==> src/rtl/if_fetch_queue.sv <==
// Instruction fetch queue between IF and ID: a circular buffer of {pc, instruction} pairs.
// Optional zero-latency bypass when empty is enabled by defining FETCH_QUEUE_BYPASS_EN.

`ifndef WORD_WIDTH
`define WORD_WIDTH 32
`endif

module if_fetch_queue #(
  parameter int DEPTH      = 4,
  parameter int WORD_WIDTH = `WORD_WIDTH
) (
  input  logic                     clk,
  input  logic                     rst,
  input  logic [WORD_WIDTH-1:0]    if_pc,
  input  logic [WORD_WIDTH-1:0]    if_instruction,
  output logic                     if_freeze,
  input  logic                     flush,
  input  logic                     id_freeze,
  output logic                     id_valid,
  output logic [WORD_WIDTH-1:0]    id_pc,
  output logic [WORD_WIDTH-1:0]    id_instruction,
  output logic [$clog2(DEPTH):0]   count
);

  localparam int AW = $clog2(DEPTH);
  localparam int CW = AW + 1;

  logic [WORD_WIDTH-1:0] mem_pc_q  [DEPTH];
  logic [WORD_WIDTH-1:0] mem_ins_q [DEPTH];

  logic [AW-1:0] rd_ptr_q, rd_ptr_d;
  logic [AW-1:0] wr_ptr_q, wr_ptr_d;
  logic [CW-1:0] count_q, count_d;

  logic full;
  logic empty;
  logic enq;
  logic deq;

  assign full      = (count_q == CW'(DEPTH));
  assign empty     = (count_q == '0);
  assign if_freeze = full;
  assign count     = count_q;

`ifdef FETCH_QUEUE_BYPASS_EN
  logic byp;

  // Bypass is gated by rst so the outputs read zero while reset is held.
  assign byp = empty & ~flush & ~rst;

  always_comb begin
    id_valid       = (~empty & ~flush) | byp;
    id_pc          = mem_pc_q[rd_ptr_q];
    id_instruction = mem_ins_q[rd_ptr_q];
    if (byp) begin
      id_pc          = if_pc;
      id_instruction = if_instruction;
    end
    enq = ~full & ~flush & ~(byp & ~id_freeze);
    deq = ~empty & ~flush & ~id_freeze;
  end
`else
  always_comb begin
    id_valid       = ~empty & ~flush;
    id_pc          = mem_pc_q[rd_ptr_q];
    id_instruction = mem_ins_q[rd_ptr_q];
    enq            = ~full & ~flush;
    deq            = ~empty & ~flush & ~id_freeze;
  end
`endif

  always_comb begin
    rd_ptr_d = rd_ptr_q;
    wr_ptr_d = wr_ptr_q;
    count_d  = count_q;
    if (flush) begin
      rd_ptr_d = '0;
      wr_ptr_d = '0;
      count_d  = '0;
    end else begin
      // DEPTH is a power of two, so pointer overflow is the wrap to 0.
      if (enq) wr_ptr_d = wr_ptr_q + AW'(1);
      if (deq) rd_ptr_d = rd_ptr_q + AW'(1);
      if (enq && !deq)      count_d = count_q + CW'(1);
      else if (deq && !enq) count_d = count_q - CW'(1);
    end
  end

  always_ff @(posedge clk or posedge rst) begin
    if (rst) begin
      rd_ptr_q <= '0;
      wr_ptr_q <= '0;
      count_q  <= '0;
    end else begin
      rd_ptr_q <= rd_ptr_d;
      wr_ptr_q <= wr_ptr_d;
      count_q  <= count_d;
    end
  end

  // Storage is left untouched by flush; only pointers and occupancy reset.
  always_ff @(posedge clk or posedge rst) begin
    if (rst) begin
      for (int i = 0; i < DEPTH; i++) begin
        mem_pc_q[i]  <= '0;
        mem_ins_q[i] <= '0;
      end
    end else if (enq) begin
      mem_pc_q[wr_ptr_q]  <= if_pc;
      mem_ins_q[wr_ptr_q] <= if_instruction;
    end
  end

endmodule

==> config.mk <==
export PLATFORM = sky130hd
export DESIGN_NAME = if_fetch_queue
export DESIGN_NICKNAME = d
export VERILOG_FILES = /design/src/rtl/if_fetch_queue.sv
export SDC_FILE = /design/constraint.sdc
export NUM_CORES = 1
export LEC_CHECK = 0
export ABC_AREA = 1
export CAP_MARGIN = 20
export CORE_ASPECT_RATIO = 2
export CORE_MARGIN = 3
export CORE_UTILIZATION = 60
export DETAILED_ROUTE_END_ITERATION = 16
export HOLD_SLACK_MARGIN = 0.02
export PLACE_DENSITY_LB_ADDON = 0.1
export SETUP_SLACK_MARGIN = 0.05
export SYNTH_ARGS = -nofsm -noshare
export SYNTH_HDL_FRONTEND = slang
export SYNTH_SLANG_ARGS = --single-unit
==> constraint.sdc <==
create_clock -name clk -period 17.2 [get_ports clk]
set_input_delay 4.3 -clock clk [delete_from_list [all_inputs] [get_ports clk]]
set_output_delay 4.3 -clock clk [all_outputs]
set_load 0.01 [all_outputs]
-- Yosys cells after proc, flatten, opt, wreduce, memory -nomap -nowiden
Cells that the tools add are included.
- register bits: 263
- bits in latches: 0
- RAM bits: 0
- memory bits (read-only): 0
- output and inout bits: 69
- memories: 0
- add/sub/neg operators: 4
- multiply operators: 0
- div/mod/pow operators: 0
- order comparisons: 3
- equal/unequal tests: 1
- shift-type cells: 0
- muxes and demuxes: 17
- bitwise gates (word level): 9
- reductions and logical operators: 9
- operators with widths (kind ; number):
    bitwise mux 128 bit ; 2
    2-to-1 mux 32 bit ; 5
    binary-select mux 32 bit (select 2 bit) ; 2
    demux 32 bit (select 2 bit) ; 1
    2-to-1 mux 3 bit ; 3
    2-to-1 mux 2 bit ; 4
    >= comparator 3 bit (second input constant) ; 2
    inverter 2 -> 3 bit ; 2
    adder 2 x 1 -> 2 bit (second input constant) ; 2
    inverter 1 bit ; 4
    nonzero test 2 bit ; 2
    adder 3 x 1 -> 3 bit (second input constant) ; 1
    AND 1 bit ; 3
    == test 3 bit (second input constant) ; 1
    logical AND 1 bit ; 3
    logical NOT 3 bit ; 1
    < comparator 3 x 1 -> 1 bit (second input constant) ; 1
    nonzero test 3 bit ; 1
    subtractor 3 x 1 -> 3 bit (second input constant) ; 1
    logical NOT 1 bit ; 2

-- Logic depth before layout (Yosys ltp)
Gate-level depths: netlist of run 1.
- depth in word-level cells: 8
- mapped depth: 11
- mapped depth without buffers: 11

-- Worst setup path after synthesis of run 1
No wires, ideal clock.
- kind: input to output
- start: input port flush
- end: output port id_valid
- arrival: 4.499 ns
- path slack: 8.401 ns
- stages on the path: 1
- buffers on the path: 0
- path through: a21oi_1
- word-level cells in the longest chain between the ends: 2
- RTL lines (element ; RTL line ; source):
    start, declared ; 17 ; input logic flush,
    inverter 1 bit ; 64 ; id_valid = ~empty & ~flush;
    AND 1 bit ; 64 ;
    end, declared ; 19 ; output logic id_valid,
Every way passes these cells.

-- Final worst setup path of run 1
Ends and elaborated chain as after synthesis.

==> results of run 1 <==
-- report_power, final --
group          leakage (nW)  internal, mW  switching (mW)
logic                  2.68         0.404           0.474
registers              3.29         0.909           0.158
clock network         0.374         0.303           0.220
total                  6.34          1.62           0.852
-- cells in the final DEF, fill, tap and decap left out, types with 2 or more instances in the layout --
master	synthesis	routed
nor2_1	130	130
o21ai_0	386	386
o21ai_1	4	4
bufinv_16	0	2
clkinv_2	0	3
nand2_1	276	272
clkbuf_8	0	6
inv_1	77	74
clkbuf_1	56	6
dfrtp_1	263	261
o22ai_1	64	64
buf_4	0	10
ha_1	4	4
clkbuf_16	0	23
nand2_4	0	4
a21oi_1	2	2
clkdlybuf4s50_1	0	136
-- final timing paths --
path,endpoint,depth (start not counted)
max,id_valid,3
min,mem_ins_q[46],2
max reg2reg,rd_ptr_q[0],5
min reg2reg,mem_ins_q[46],2
max in group asynchronous,mem_pc_q[126],4
min in group asynchronous,mem_pc_q[65],2
-- cells in the mapped netlist --
cell type    n  area, µm²
a21oi_1      2       10.0
a21oi_4      1       16.3
a22o_1       1       8.76
buf_2       42        210
clkbuf_1    56        210
dfrtp_1    263       6580
fa_1         1       20.0
ha_1         4       50.1
inv_1       77        289
nand2_1    276       1040
nand3_1      1       5.00
nand3b_1     1       7.51
nand4_1      1       6.26
nor2_1     130        488
nor2_4       1       11.3
nor3_1       1       5.00
o21ai_0    386       1930
o21ai_1      4       20.0
o22ai_1     64        400
or2_2        1       6.26
xor2_1       1       8.76
-- critical path, delay by kind of cell --
family | cells | cell delay [ns]
buf+inv | 2 | 1.10
compound gates | 1 | 0.18
-- flip-flops by register name, indices dropped and copies added, names as in the netlist --
name,flops
count,3
mem_ins_q,128
mem_pc_q,128
rd_ptr_q,2
wr_ptr_q,2
-- logic make-up (layout without fill, tap and decap cells) --
group	Yosys count	in the layout	share of synthesized area, %
compound gates	458	458	21.1
buf+inv	175	266	6.27
other cells	0	1	0
flops	263	263	58.1
fa+ha+maj	5	5	0.619
simple gates	412	412	13.8
xor+xnor	1	1	0.0774
-- cell type report --
cell class,instances,area [µm²],share of cell area (%)
Antenna cell,1,2.50,0.0186
Clock buffer,35,681,5.05
Clock inverter,6,86.3,0.641
Inverter,77,298,2.21
Multi-Input combinational cell,876,4060,30.2
Sequential cell,263,6590,48.9
Tap cell,216,270,2.01
Timing Repair Buffer,148,1480,11.0
-- stage by stage --
step	total power, mW	std cells	setup WS (ns)	instance area, µm²	hold slack, ns
floorplan	1.56	1314	5.66	11300	0.448
global placement	1.91	1578	7.34	12700	0.461
detailed placement	1.95	1578	7.33	12700	0.468
CTS	2.48	1619	7.33	13400	0.484
global route	2.66	1622	7.24	13500	0.503
finish	2.47	1622	7.32	13500	0.481
-- metal layers --
| layer | up-vias | share of wire [%] |
|---|---|---|
| met5 | - | 0 |
| met2 | 273 | 52 |
| met1 | 4489 | 40 |
| met3 | 44 | 5.1 |
| li1 | 4498 | - |
| met4 | 0 | 2.6 |
==> results.toml, run 1 <==
[critical_path]
worstPathCellList = "clkdlybuf4s50_1, a21oi_1, clkdlybuf4s50_1"
startpoint_type = "input port"
crit_slowest_cell = "clkdlybuf4s50_1"
required_ns = 12.90
rr_startpoint = "rd_ptr_q[0]"
cp.arrival_ns = 5.58
max_stage_delay_ns = 0.55
crit_path_end_kind = "output pin"
crit_fanout = 7
rrSetupSlack_ns = 14.45
crit_type = "in -> out"
critPathLaunch = "flush"
cpMostUsedCell = "clkdlybuf4s50_1"

[floorplan]
die_x_um = 103
io_pins = 137
start_util_pct = 61.6
dieArea_um2 = 20700
row_count = 70
core_area_um2 = 18400
dieHeight_um = 200

[sta]
tightestPinTransition_ns = 1.07
rsz0062_at_grt = "false"
hold_viol_final = 0
slew_headroom_pct = 28.6
post-route-period-util_pct = 57.5
drv_slew = 0
layout_min_cycle_time_ns = 9.88
clock.fmax_mhz = 101
tns_ns = 0
setup-violations-final = 0
finClkSkew_ns = 0.0136

[layout]
fin_nets = 1462
drive_above_1_share_pct = 4.20
final_util_pct = 73.2
area.growth.synth_to_final_pct = 19.0
fillers = 1447

[global_routing]
grt.overflow.total = 0
grt_util_met1_pct = 35.4
gr-usage-met3_pct = 3.49
grtUsageMet2_pct = 45.1
track_usage_pct = 26.7
grt_antenna_before_repair = 1
grt.busiest_layer = "met2"
grt_pass1_wl_mm = 45.2
grt_max_degree = 138
grt_pass1_vias = 9317

[cts]
clock_latency_ns = 0.51
h-tree-depth = 1
clock-sinks = 263
cts_resized = 0
cts_root_buf = "clkbuf_16"
cts_setup_buffers = 0
clkTransAtPathRegs_ns = 0.06
cts_tree = "built"
clock_path_buffers = 3
cts_made_buffers = 23
hold_buffers = 0

[logic_synthesis]
yosysWarnings = 0
synth-seq-cells = 263
postSynthAreaPerCell_um2 = 8.62
ys_types = 21
synth_nets = 1387
seq_area_frac_synth_pct = 58.1
syn_area_um2 = 11300
synth_cells = 1314

[routing]
vias_per_cell = 5.74
drtIter0Drc = 571
routed_wl_mm = 27.3
first_pass_iters = 5
wl_per_cell_um = 16.8
ant_nets = 0
drc = 0
vias = 9304

[min_path]
hold_path.class = "reg -> reg"
min_from = "mem_ins_q[46]"

[power_and_ir_drop]
powerDensity_nw_per_um2 = 183
power.leakage_nw = 6.34
ir_worst_vdd_uv = 136

[placement]
io_buffer_count = 136
dp_hpwl_mm = 15.4
gp_congestion = 0.767

[outcome]
status = "complete, no violations"

[flow_run]
drv_cap = 0
Note: power is estimated with default switching activity, not from simulation.
==> inputs of run 2 (changes only) <==
--- a/config.mk
+++ b/config.mk
@@ -9,7 +9,7 @@
 export CAP_MARGIN = 20
 export CORE_ASPECT_RATIO = 2
 export CORE_MARGIN = 3
-export CORE_UTILIZATION = 60
+export CORE_UTILIZATION = 56
 export DETAILED_ROUTE_END_ITERATION = 16
 export HOLD_SLACK_MARGIN = 0.02
 export PLACE_DENSITY_LB_ADDON = 0.1
==> constraint.sdc (replaced) <==
create_clock -name clk -period 9.2 [get_ports clk]
set_input_delay 2.3 -clock clk [delete_from_list [all_inputs] [get_ports clk]]
set_output_delay 2.3 -clock clk [all_outputs]
set_load 0.01 [all_outputs]
==> results.toml, run 2 (synthesis results as in run 1) <==
[routing]
first_pass_iters = 5
routed_wl_mm = 26.8
wl_per_cell_um = 16.1
vias = 9235
drtIter0Drc = 522
drc = 0
vias_per_cell = 5.54
ant_nets = 0

[floorplan]
core_area_um2 = 19900
row_count = 73
io_pins = 137
dieHeight_um = 207
dieArea_um2 = 22100
die_x_um = 107
start_util_pct = 56.9

[power_and_ir_drop]
p_clk_share_pct = 20.7
powerDensity_nw_per_um2 = 338
power.leakage_nw = 6.30
ir_worst_vdd_uv = 217
pwr-share-comb_pct = 35.5
p_switching_mw = 1.58
pwr-share-seq_pct = 43.7
swShare_pct = 34.6
internal_power_mw = 2.97

[cts]
cts_setup_buffers = 0
cts_resized = 0
clkTransAtPathRegs_ns = 0.06
cts_made_buffers = 23
clock_latency_ns = 0.51
hold_buffers = 0
cts_root_buf = "clkbuf_16"
cts_tree = "built"
clock_path_buffers = 3
h-tree-depth = 1
clock-sinks = 263

[sta]
tightestPinTransition_ns = 1.05
slew_headroom_pct = 30.2
setup-violations-final = 0
tns_ns = 0
rsz0062_at_grt = "false"
post-route-period-util_pct = 63.7
finClkSkew_ns = 0.00789
clock.fmax_mhz = 171
layout_min_cycle_time_ns = 5.86
drv_slew = 0
hold_viol_final = 0

[layout]
final_util_pct = 67.6
drive_above_1_share_pct = 4.13
fillers = 1770
area.growth.synth_to_final_pct = 18.8
final_common_cell = "o21ai_0"
final_cell_mix = "o21ai_0 (386), nand2_1 (272), dfrtp_1 (261)"
fin_nets = 1461
diodes = 0

[placement]
io_buffer_count = 136
gp_congestion = 0.790
dp_hpwl_mm = 15.5

[flow_run]
drv_cap = 0

[global_routing]
grt_max_degree = 140
grt.overflow.total = 0
grt_pass1_wl_mm = 45.4
grt_antenna_before_repair = 0
track_usage_pct = 24.7
grt_pass1_vias = 9362

[critical_path]
max_stage_delay_ns = 0.56
startpoint_type = "input port"
cpMostUsedCell = "clkdlybuf4s50_1"
worstPathCellList = "clkdlybuf4s50_1, a21oi_1, clkdlybuf4s50_1"
cp.arrival_ns = 3.56
crit_type = "in -> out"
required_ns = 6.90
crit_fanout = 7
crit_path_end_kind = "output pin"
crit_slowest_cell = "clkdlybuf4s50_1"

[outcome]
status = "complete, no violations"

[min_path]
hold_path.class = "reg -> reg"
[run 2: layout make-up]
type                            instances  area, µm²  area share (%)
Inverter                               77        295            2.19
Timing Repair Buffer                  147       1460            10.8
Tap cell                              262        328            2.44
Clock inverter                          8       73.8           0.549
Sequential cell                       263       6590            49.0
Multi-Input combinational cell        876       4060            30.2
Clock buffer                           33        653            4.85
[run 2: routing by layer]
metal  global-route usage (%)  up-vias  wire length [µm]
met5                        0        -                 0
met4                     6.58        0               597
met3                     3.09       42              1320
met2                     44.7      226             14000
met1                     31.0     4476             10800
li1                         -     4491                 -
[run 2: worst paths after layout]
check / startpoint / end / slack (ns) / cells past startpoint
min in group asynchronous: rst / mem_pc_q[70] / 2.29 / 2
worst min register to register: mem_ins_q[76] / mem_ins_q[76] / 0.48 / 2
worst max-delay path: flush / id_valid / 3.34 / 3
worst max register to register: count[0] / mem_pc_q[20] / 6.91 / 5
worst min-delay path: mem_ins_q[76] / mem_ins_q[76] / 0.48 / 2
max in group asynchronous: rst / mem_ins_q[98] / 5.23 / 4
[run 2: power groups by stage]
stage | Combinational [mW] | Sequential (mW) | Clock (mW)
3_3_place_gp | 1.59 | 1.98 | 0
2_1_floorplan | 1.00 | 1.92 | 0
3_5_place_dp | 1.63 | 2.01 | 0
5_1_grt | 1.84 | 2.06 | 1.01
4_1_cts | 1.64 | 1.99 | 0.962
6_report | 1.62 | 1.99 | 0.943
[run 2: worst max-delay path: cells and delay by family]
kind	cells	cell delay [ns]
AO/OA/AOI/OAI	1	0.17
buffers and inverters	2	1.10
[run 2: per-stage QoR]
| step | setup WS (ns) | total power [mW] | instance area, µm² | std cells | hold WS, ns |
|---|---|---|---|---|---|
| after CTS | 3.33 | 4.59 | 13500 | 1666 | 0.484 |
| after global placement | 3.33 | 3.57 | 12700 | 1625 | 0.461 |
| after global routing | 3.21 | 4.90 | 13500 | 1666 | 0.497 |
| after floorplan | 3.43 | 2.93 | 11300 | 1314 | 0.448 |
| final | 3.34 | 4.55 | 13500 | 1666 | 0.478 |
| after detailed placement | 3.32 | 3.64 | 12700 | 1625 | 0.468 |
==> inputs of run 3 (changes only) <==
==> constraint.sdc (replaced) <==
create_clock -name clk -period 6.1 [get_ports clk]
set_input_delay 1.525 -clock clk [delete_from_list [all_inputs] [get_ports clk]]
set_output_delay 1.525 -clock clk [all_outputs]
set_load 0.01 [all_outputs]
==> results.toml, run 3 (synthesis results as in run 1) <==
[placement]
dp_hpwl_mm = 15.2
dp_slack_ns = 1.78
io_buffer_count = 136
gp_congestion = 0.768
placed_area_um2 = 12700
placed_cells = 1624

[floorplan]
dieArea_um2 = 22100
start_util_pct = 56.9
io_pins = 137
core_area_um2 = 19900
row_count = 73
dieHeight_um = 207
die_x_um = 107

[outcome]
status = "complete, no violations"

[min_path]
hold_depth = 2
hold_path.class = "reg -> reg"
whs_endpoint = "mem_ins_q[60]"
min_from = "mem_ins_q[60]"

[routing]
ant_nets = 0
drc = 0
wl_per_cell_um = 16.2
drtIter0Drc = 639
first_pass_iters = 5
vias_per_cell = 5.52
routed_wl_mm = 27.0
vias = 9192

[power_and_ir_drop]
power.leakage_nw = 6.30
pwr-share-comb_pct = 35.8
p_switching_mw = 2.39
pwr-share-seq_pct = 43.6
ir_worst_vdd_uv = 276
internal_power_mw = 4.49
swShare_pct = 34.7
p_clk_share_pct = 20.5
powerDensity_nw_per_um2 = 511

[layout]
diodes = 0
fillers = 1749
final_cells = 1665
drive_above_1_share_pct = 3.92
final_cell_mix = "o21ai_0 (386), nand2_1 (272), dfrtp_1 (261)"
area.growth.synth_to_final_pct = 18.8
design_area_um2 = 13500
multi_input_area_um2 = 4060
fin_nets = 1460
final_common_cell = "o21ai_0"
seqCellArea_um2 = 6590

[cts]
clkTransAtPathRegs_ns = 0.06
clock_path_buffers = 3
clock-sinks = 263
cts_tree = "built"
cts_setup_buffers = 0
h-tree-depth = 1
cts_resized = 0
cts_made_buffers = 23
hold_buffers = 0
cts_root_buf = "clkbuf_16"
clock_latency_ns = 0.51

[sta]
clock.fmax_mhz = 211
drv_slew = 0
post-route-period-util_pct = 77.9
rsz0062_at_grt = "false"
tightestPinTransition_ns = 1.05
setup-violations-final = 0
tns_ns = 0
hold_viol_final = 0
finClkSkew_ns = 0.0107
slew_headroom_pct = 29.7
whs_ns = 0.479
fin_ws_ns = 1.35
layout_min_cycle_time_ns = 4.75

[critical_path]
startpoint_type = "register"
crit_path_end_kind = "output pin"
r2r_end = "mem_pc_q[116]"
cp.arrival_ns = 3.22
reg2reg_depth = 5
rrSetupSlack_ns = 3.78
rr_startpoint = "count[0]"
required_ns = 4.58
crit_fanout = 102
crit_type = "reg -> out"

[flow_run]
drv_cap = 0

[global_routing]
track_usage_pct = 25.2
grt_pass1_wl_mm = 46.1
grt_max_degree = 176
grt_pass1_vias = 9358
grt_antenna_before_repair = 0
grt.overflow.total = 0
[run 3: critical path, stage by stage, from the launching register on]
cell and delay (ns):
dfrtp_4 0.63, buf_4 0.84, o21ai_0 0.26, o22ai_1 0.31, clkdlybuf4s50_1 0.59
[run 3: routing by layer]
layer  share of wire [%]  wire, µm  GRT usage, %
met5                   0         0             0
met2                  51     13900          43.5
met1                  41     11100          32.8
met4                 2.6       711          8.57
met3                 5.0      1340          3.12
[run 3: area by class of cell]
cell class | instances | share of cell area, %
Clock buffer | 35 | 4.91
Clock inverter | 6 | 0.428
Inverter | 77 | 2.20
Multi-Input combinational cell | 876 | 30.2
Sequential cell | 263 | 49.0
Tap cell | 262 | 2.44
Timing Repair Buffer | 146 | 10.9
[run 3: power by group through the flow]
stage	clock network, mW	logic (mW)	registers (mW)
2_1_floorplan	0	1.51	2.90
3_3_place_gp	0	2.42	2.98
3_5_place_dp	0	2.47	3.02
4_1_cts	1.43	2.50	3.00
5_1_grt	1.51	2.80	3.10
6_report	1.41	2.46	3.00
[run 3: worst max path at each step]
stage | start | to | slack (ns) | cells after the start
detailed placement | flush | id_valid | 1.78 | 3
global placement | flush | id_valid | 1.78 | 3
CTS | rd_ptr_q[0] | id_pc[19] | 1.37 | 4
global route | rd_ptr_q[0] | id_pc[19] | 1.20 | 4
finish | rd_ptr_q[0] | id_pc[19] | 1.35 | 4
floorplan | rst | count[0] | 1.11 | 1
[run 3: metrics by stage]
stage / utilization [%] / power [mW]
CTS: 67.6 / 6.93
floorplan: - / 4.41
finish: 67.6 / 6.87
global route: 67.6 / 7.41
detailed placement: 63.9 / 5.49
global placement: 63.9 / 5.40
